### config.mk
export PLATFORM = sky130hd
export DESIGN_NAME = updown_counter_n
export DESIGN_NICKNAME = d
export VERILOG_FILES = /design/src/rtl/counter_pkg.sv /design/src/rtl/counter_prescaler.sv /design/src/rtl/updown_counter_n.sv
export SDC_FILE = /design/constraint.sdc
export NUM_CORES = 1
export LEC_CHECK = 0
export CAP_MARGIN = 5
export CORE_ASPECT_RATIO = 1.1
export CORE_MARGIN = 2
export CORE_UTILIZATION = 50
export CTS_BUF_LIST = sky130_fd_sc_hd__clkbuf_4 sky130_fd_sc_hd__clkbuf_8
export CTS_CLUSTER_DIAMETER = 120
export DETAILED_ROUTE_END_ITERATION = 12
export PLACE_DENSITY = 0.8
export SLEW_MARGIN = 20
export SYNTH_ARGS = -nofsm -noshare
export SYNTH_HDL_FRONTEND = slang
export SYNTH_SLANG_ARGS = --single-unit
### constraint.sdc
create_clock -name clk -period 3 [get_ports clk]
set_input_delay 0.75 -clock clk [delete_from_list [all_inputs] [get_ports clk]]
set_output_delay 0.75 -clock clk [all_outputs]
set_load 0.005 [all_outputs]
### src/rtl/counter_pkg.sv
// Shared mode and FSM encodings for updown_counter_n and its helpers.
package counter_pkg;

    localparam logic [1:0] MODE_WRAP    = 2'd0;
    localparam logic [1:0] MODE_SAT     = 2'd1;
    localparam logic [1:0] MODE_ONESHOT = 2'd2;
    localparam logic [1:0] MODE_RELOAD  = 2'd3;

    localparam logic [1:0] ST_IDLE = 2'd0;
    localparam logic [1:0] ST_RUN  = 2'd1;
    localparam logic [1:0] ST_DONE = 2'd2;

endpackage

### src/rtl/counter_prescaler.sv
// Step prescaler: emits a 1-cycle tick on every (psc+1)-th qualifying cycle.
module counter_prescaler #(
    parameter int unsigned PSC_W = 8
) (
    input  logic             clk,
    input  logic             rst_n,
    input  logic             clr,
    input  logic             qual,
    input  logic [PSC_W-1:0] psc,
    output logic             tick
);

    localparam logic [PSC_W-1:0] PscOne = PSC_W'(1);

    logic [PSC_W-1:0] div_q, div_d;

    assign tick = qual && (div_q == psc);

    always_comb begin
        div_d = div_q;
        if (clr) begin
            div_d = '0;
        end else if (qual) begin
            div_d = tick ? '0 : div_q + PscOne;
        end
    end

    always_ff @(posedge clk or negedge rst_n) begin
        if (!rst_n) begin
            div_q <= '0;
        end else begin
            div_q <= div_d;
        end
    end

endmodule

### src/rtl/updown_counter_n.sv
// Parametrised up/down counter/timer with run control, terminal-count modes and sticky irq.
// Optional step prescaler enabled by defining COUNTER_PRESCALE_EN.
module updown_counter_n
    import counter_pkg::*;
#(
    parameter int unsigned WIDTH = 32
`ifdef COUNTER_PRESCALE_EN
    ,
    parameter int unsigned PSC_W = 8
`endif
) (
    input  logic             clk,
    input  logic             rst_n,
    input  logic             en,
    input  logic             s,
    input  logic [1:0]       mode,
    input  logic             load,
    input  logic [WIDTH-1:0] pdata,
    input  logic             start,
    input  logic             stop,
    input  logic             irq_clr,
`ifdef COUNTER_PRESCALE_EN
    input  logic [PSC_W-1:0] psc,
`endif
    output logic [WIDTH-1:0] cnt,
    output logic             rc,
    output logic             busy,
    output logic             irq
);

    localparam logic [WIDTH-1:0] One = WIDTH'(1);

    logic [1:0]       state_q, state_d;
    logic [WIDTH-1:0] reload_q, reload_d;
    logic [WIDTH-1:0] cnt_d;
    logic             rc_d;
    logic             irq_d;
    logic [WIDTH-1:0] term;
    logic [WIDTH-1:0] stepped;
    logic             qual;
    logic             step;

    assign qual = (state_q == ST_RUN) && en && !load && !stop;

`ifdef COUNTER_PRESCALE_EN
    counter_prescaler #(
        .PSC_W (PSC_W)
    ) u_prescaler (
        .clk   (clk),
        .rst_n (rst_n),
        .clr   (load | stop | start),
        .qual  (qual),
        .psc   (psc),
        .tick  (step)
    );
`else
    assign step = qual;
`endif

    assign term    = s ? {WIDTH{1'b1}} : '0;
    assign stepped = s ? cnt + One : cnt - One;
    assign busy    = (state_q == ST_RUN);

    always_comb begin
        state_d  = state_q;
        cnt_d    = cnt;
        reload_d = reload_q;
        rc_d     = 1'b0;

        if (load) begin
            cnt_d    = pdata;
            reload_d = pdata;
        end

        // stop still wins over start when paired with load; start needs a quiet cycle
        if (stop) begin
            state_d = ST_IDLE;
        end else if (start && !load && state_q != ST_RUN) begin
            state_d = ST_RUN;
        end

        if (step) begin
            if (cnt != term) begin
                cnt_d = stepped;
            end else begin
                rc_d = 1'b1;
                case (mode)
                    MODE_WRAP:    cnt_d = stepped;
                    MODE_SAT:     cnt_d = cnt;
                    MODE_ONESHOT: state_d = ST_DONE;
                    MODE_RELOAD:  cnt_d = reload_q;
                    default:      cnt_d = cnt;
                endcase
            end
        end

        irq_d = rc_d | (irq & !irq_clr);
    end

    always_ff @(posedge clk or negedge rst_n) begin
        if (!rst_n) begin
            state_q  <= ST_IDLE;
            cnt      <= '0;
            reload_q <= '0;
            rc       <= 1'b0;
            irq      <= 1'b0;
        end else begin
            state_q  <= state_d;
            cnt      <= cnt_d;
            reload_q <= reload_d;
            rc       <= rc_d;
            irq      <= irq_d;
        end
    end

endmodule

## Yosys cells after proc, flatten, opt, wreduce, memory -nomap -nowiden

Index checks and enable logic that the tools add are counted.

- Logic and storage cells: 38
- Flip-flop bits (word level): 68
- Input port bits: 42

- Equal/unequal tests: 7
- Add/sub/neg operators: 2
- Multiplexer cells: 13
- Reductions and logical operators: 9
- Bitwise logic cells: 2

Operators with widths:

| cell | number |
|---|---|
| $mux 32 | 5 |
| $pmux 32 s3 | 1 |
| $add 32x1->32 const B | 1 |
| $ne 32x32->1 | 1 |
| $sub 32x1->32 const B | 1 |
| $mux 2 | 5 |
| $logic_and 1x1->1 | 5 |
| $eq 2x1->1 const B | 2 |
| $eq 2x2->1 const B | 2 |
| $logic_not 1->1 | 3 |
| $ne 3x3->1 const B | 1 |
| $logic_not 2->1 | 1 |
| $mux 1 | 2 |
| $ne 2x1->1 const B | 1 |
| $and 1x1->1 | 1 |
| $or 1x1->1 | 1 |

## Logic depth before layout (Yosys ltp)

- Depth after elaboration: 8
- Depth in mapped cells: 12
- Depth with buffers taken out: 10

## Worst setup path before layout

Ideal clock, no wire load.

- Path type: input to register
- Start point: in s
- End point: reg cnt[26]
- Arrival: 3550 ps
- Setup slack: -622 ps
- Stages on the path: 9
- Library setup time: 72 ps
- Path buffers: 0
- Path through: inv_1 -> ha_1 -> and4_1 -> or4b_4 -> or4_4 -> or3_4 -> o2111ai_2 -> mux2i_1 -> nor2_1

- Cells in the longest elaborated chain, start to end: 4
- Elaborated cells between the ends (all ways): 7

RTL lines:

| element | line | RTL |
|---|---|---|
| start, declared | updown_counter_n.sv:15 | `input logic s,` |
| $mux 32 (on tied branches) | updown_counter_n.sv:60, updown_counter_n.sv:61 |  |
| $ne 32x32->1 / $pmux 32 s3 (equally long branches) | updown_counter_n.sv:83, updown_counter_n.sv:87 |  |
| $mux 32 | updown_counter_n.sv:83 | `if (cnt != term) begin` |
| $mux 32 | updown_counter_n.sv:82 | `if (step) begin` |
| end signal, assigned | updown_counter_n.sv:109 | `cnt <= cnt_d;` |
| end, declared | updown_counter_n.sv:25 | `output logic [WIDTH-1:0] cnt,` |

Several ways; a longest one is shown, not always the timed one.
A chain may end at the register's enable or synchronous reset.

## Worst setup path in the final report

- Start point: in s
- End point: reg cnt[30]

The elaborated chain is that of the path after synthesis.

==> summary.txt <==
Die Width: 106 um
Post-synthesis cell area: 5710 sq um
Critical-path maximum fanout: 5
Arr. time, crit path: 3.44 ns
Worst Tran Pin Value: 0.841 ns
Final period util: 107%
Max_cap viols: 0
Worst R2R Path Depth: 9
Drt wl/cell: 20.8 um
Die height: 116 um
EDFF count, synth: 0
CTS tree: done
Sink Count: 68
Layout cells sized above 1: 27.3%
Final number of setup-violating endpoints: 31
# hold bufs at CTS: 0
Net count after synthesis: 826
Final clock skew: 0.0102 ns
Violations in the final reports: negative setup slack
Final Hold Vio Count: 0
Core area: 11,000 sq um
P_leak: 3.75 nW
Crit. End Element: flop
Slowest stage delay, CP: 0.60 ns
Clk root buf: clkbuf_8
CP Launch Type: input pin
Power per cell area: 423 nW/um^2
Status: finished with violations
Placed cell count: 1,069
Peak supply drop: 0.254 mV
Gr ovfl total: 0
Clk buf depth: 2
First-pass GRT wire length: 36,100 um
Synthesis Warnings: 0
Nets: 1,030
Unique masters post-synth: 60
Largest net degree at the start of global routing: 92
H-tree Lvls: 3
Commonest cells after routing, fill and taps aside: 140 x buf_4, 80 x o21ai_0, 73 x clkdlybuf4s50_1
Initial antenna violation count: 0
Register area share after synthesis: 29.8%
Number of global-route vias before repair: 6,883
Hpwl dp: 15,700 um
Cell Rows: 40
Io pins: 77
Pre-CTS WS: -1.19 ns
RSZ-0062 raised after global routing: true
Final Non-Filler Cells: 1,105
Layout area overhead: 49.6%
Final Util: 77.5%
R2R Setup Slk: 0.11 ns
Starting Density: 51.8%
Drt pass-1 iters: 5
CP Cell Sequence: buf_8 -> clkinvlp_4 -> buf_6 -> ha_4 -> nand4_1 -> or4b_4 -> or4_4 -> buf_4 -> a21oi_2 -> nor3b_1 -> a311oi_1 -> o31ai_1
Fmax: 313 MHz
Worst-Skew Late Latency: 0.37 ns
Total power: 3.61 mW
Ys async rst share: 100%
Rel. slew slack: 43.9%
Detail Route Antenna Nets: 0
DRC violation total after the first TritonRoute iteration: 616
Mapped Cells: 749
PortBufs: 76
CP Data Required Time: 3.25 ns
Worst hold path type: in2async
Final WL: 23,000 um
Tmin final: 3.20 ns
CTS clk-pin slew, worst paths: 0.08 ns
ANT cells: 0
Routability cong.: 0.993
Commonest non-fill, non-tap cell in the layout: buf_4
WS Path Type: in2reg
Vias/cell: 6.24
Final setup margin: -0.196 ns
Slowest stage cell, crit path: or4b_4
DRC Markers: 0
Setup_tns: -3.81 ns
Synth Flop Type: dfrtp_1
CTS buffer count: 9
Die area: 12,300 sq um
Final max-slew violation count: 0
Total number of vias: 6,891
Syn Area/Cell: 7.62 sq um
Total track usage: 38.0%
Synth Register Bits: 68
==> repair_timing <==
action	in CTS	in global routing
gates resized for setup	121	17
setup endpoints to repair	36	33
pin swaps	44	18
gates cloned	5	0
buffers inserted	11	8
==> cell usage after synthesis, types with 9 or more instances <==
cell      number  area (sq um)
a31oi_1        9          56.3
xor2_1        10          87.6
nand4_1       10          62.6
o21ai_0      117           586
inv_1         68           255
dfrtp_1       68          1700
o21a_1        12          90.1
a22oi_1       22           165
nand2_1       65           244
xnor2_1       14           123
a21oi_1       68           340
nand3_1       10          50.1
clkbuf_1      32           120
o22ai_1       22           138
ha_1          34           425
a21o_1        13          97.6
nor2_1        40           150
==> kinds of logic (layout without fill, tap and decap cells) <==
family	Yosys count	count (layout)	synth area share (%)
AO/OA/AOI/OAI	321	321	34.2
XOR/XNOR	24	24	3.68
adder cells (fa/ha/maj)	35	35	7.81
buffers and inverters	112	321	7.56
flip-flops	68	68	29.8
multiplexers	7	7	1.29
AND/OR/NAND/NOR	182	182	15.6
==> worst max-delay path, delay by kind of cell <==
family | cells | cell delay [ns]
adders and majority gates | 1 | 0.26
and+or+nand+nor | 4 | 1.40
buffers and inverters | 4 | 0.59
AOI/OAI and AO/OA | 3 | 0.42
==> through the flow <==
step | cell area [sq um] | hold slack [ns]
2_1_floorplan | 5720 | 0.454
3_3_place_gp | 7590 | 0.496
3_5_place_dp | 7590 | 0.505
4_1_cts | 8460 | 0.487
5_1_grt | 8540 | 0.521
6_report | 8540 | 0.458
==> final timing paths <==
check                                  start            to
worst max-delay path                       s       cnt[30]
worst min-delay path                   rst_n   reload_q[6]
worst max register to register       cnt[21]       cnt[30]
min in group clk                reload_q[10]  reload_q[10]
max in group asynchronous              rst_n  reload_q[18]
worst min register to register  reload_q[10]  reload_q[10]
==> sequential cells by signal, summed over array words and instances (netlist names) <==
register  count
cnt          32
reload_q     32
state_q       2
irq           1
rc            1
==> routing by layer <==
metal	track usage, %	vias to the layer above	share of wire (%)
met3	6.36	92	8.3
met5	0	-	0
met2	62.4	364	47
met1	48.3	3302	40
met4	20.1	0	4.7
li1	-	3133	-
==> power by group <==
part,internal (mW),total (mW),switching [mW]
Combinational,0.832,1.69,0.861
Sequential,1.00,1.10,0.0982
Clock,0.394,0.818,0.425
Total,2.23,3.61,1.38
==> final cells by class <==
cell class | instances | area (sq um)
Fill cell | 786 | 2470
Inverter | 69 | 263
Tap cell | 147 | 184
Multi-Input combinational cell | 569 | 4060
Clock buffer | 10 | 131
Sequential cell | 68 | 1700
Clock inverter | 6 | 65.1
Timing Repair Buffer | 236 | 2130
No activity file was read; power rests on OpenSTA's default activity.
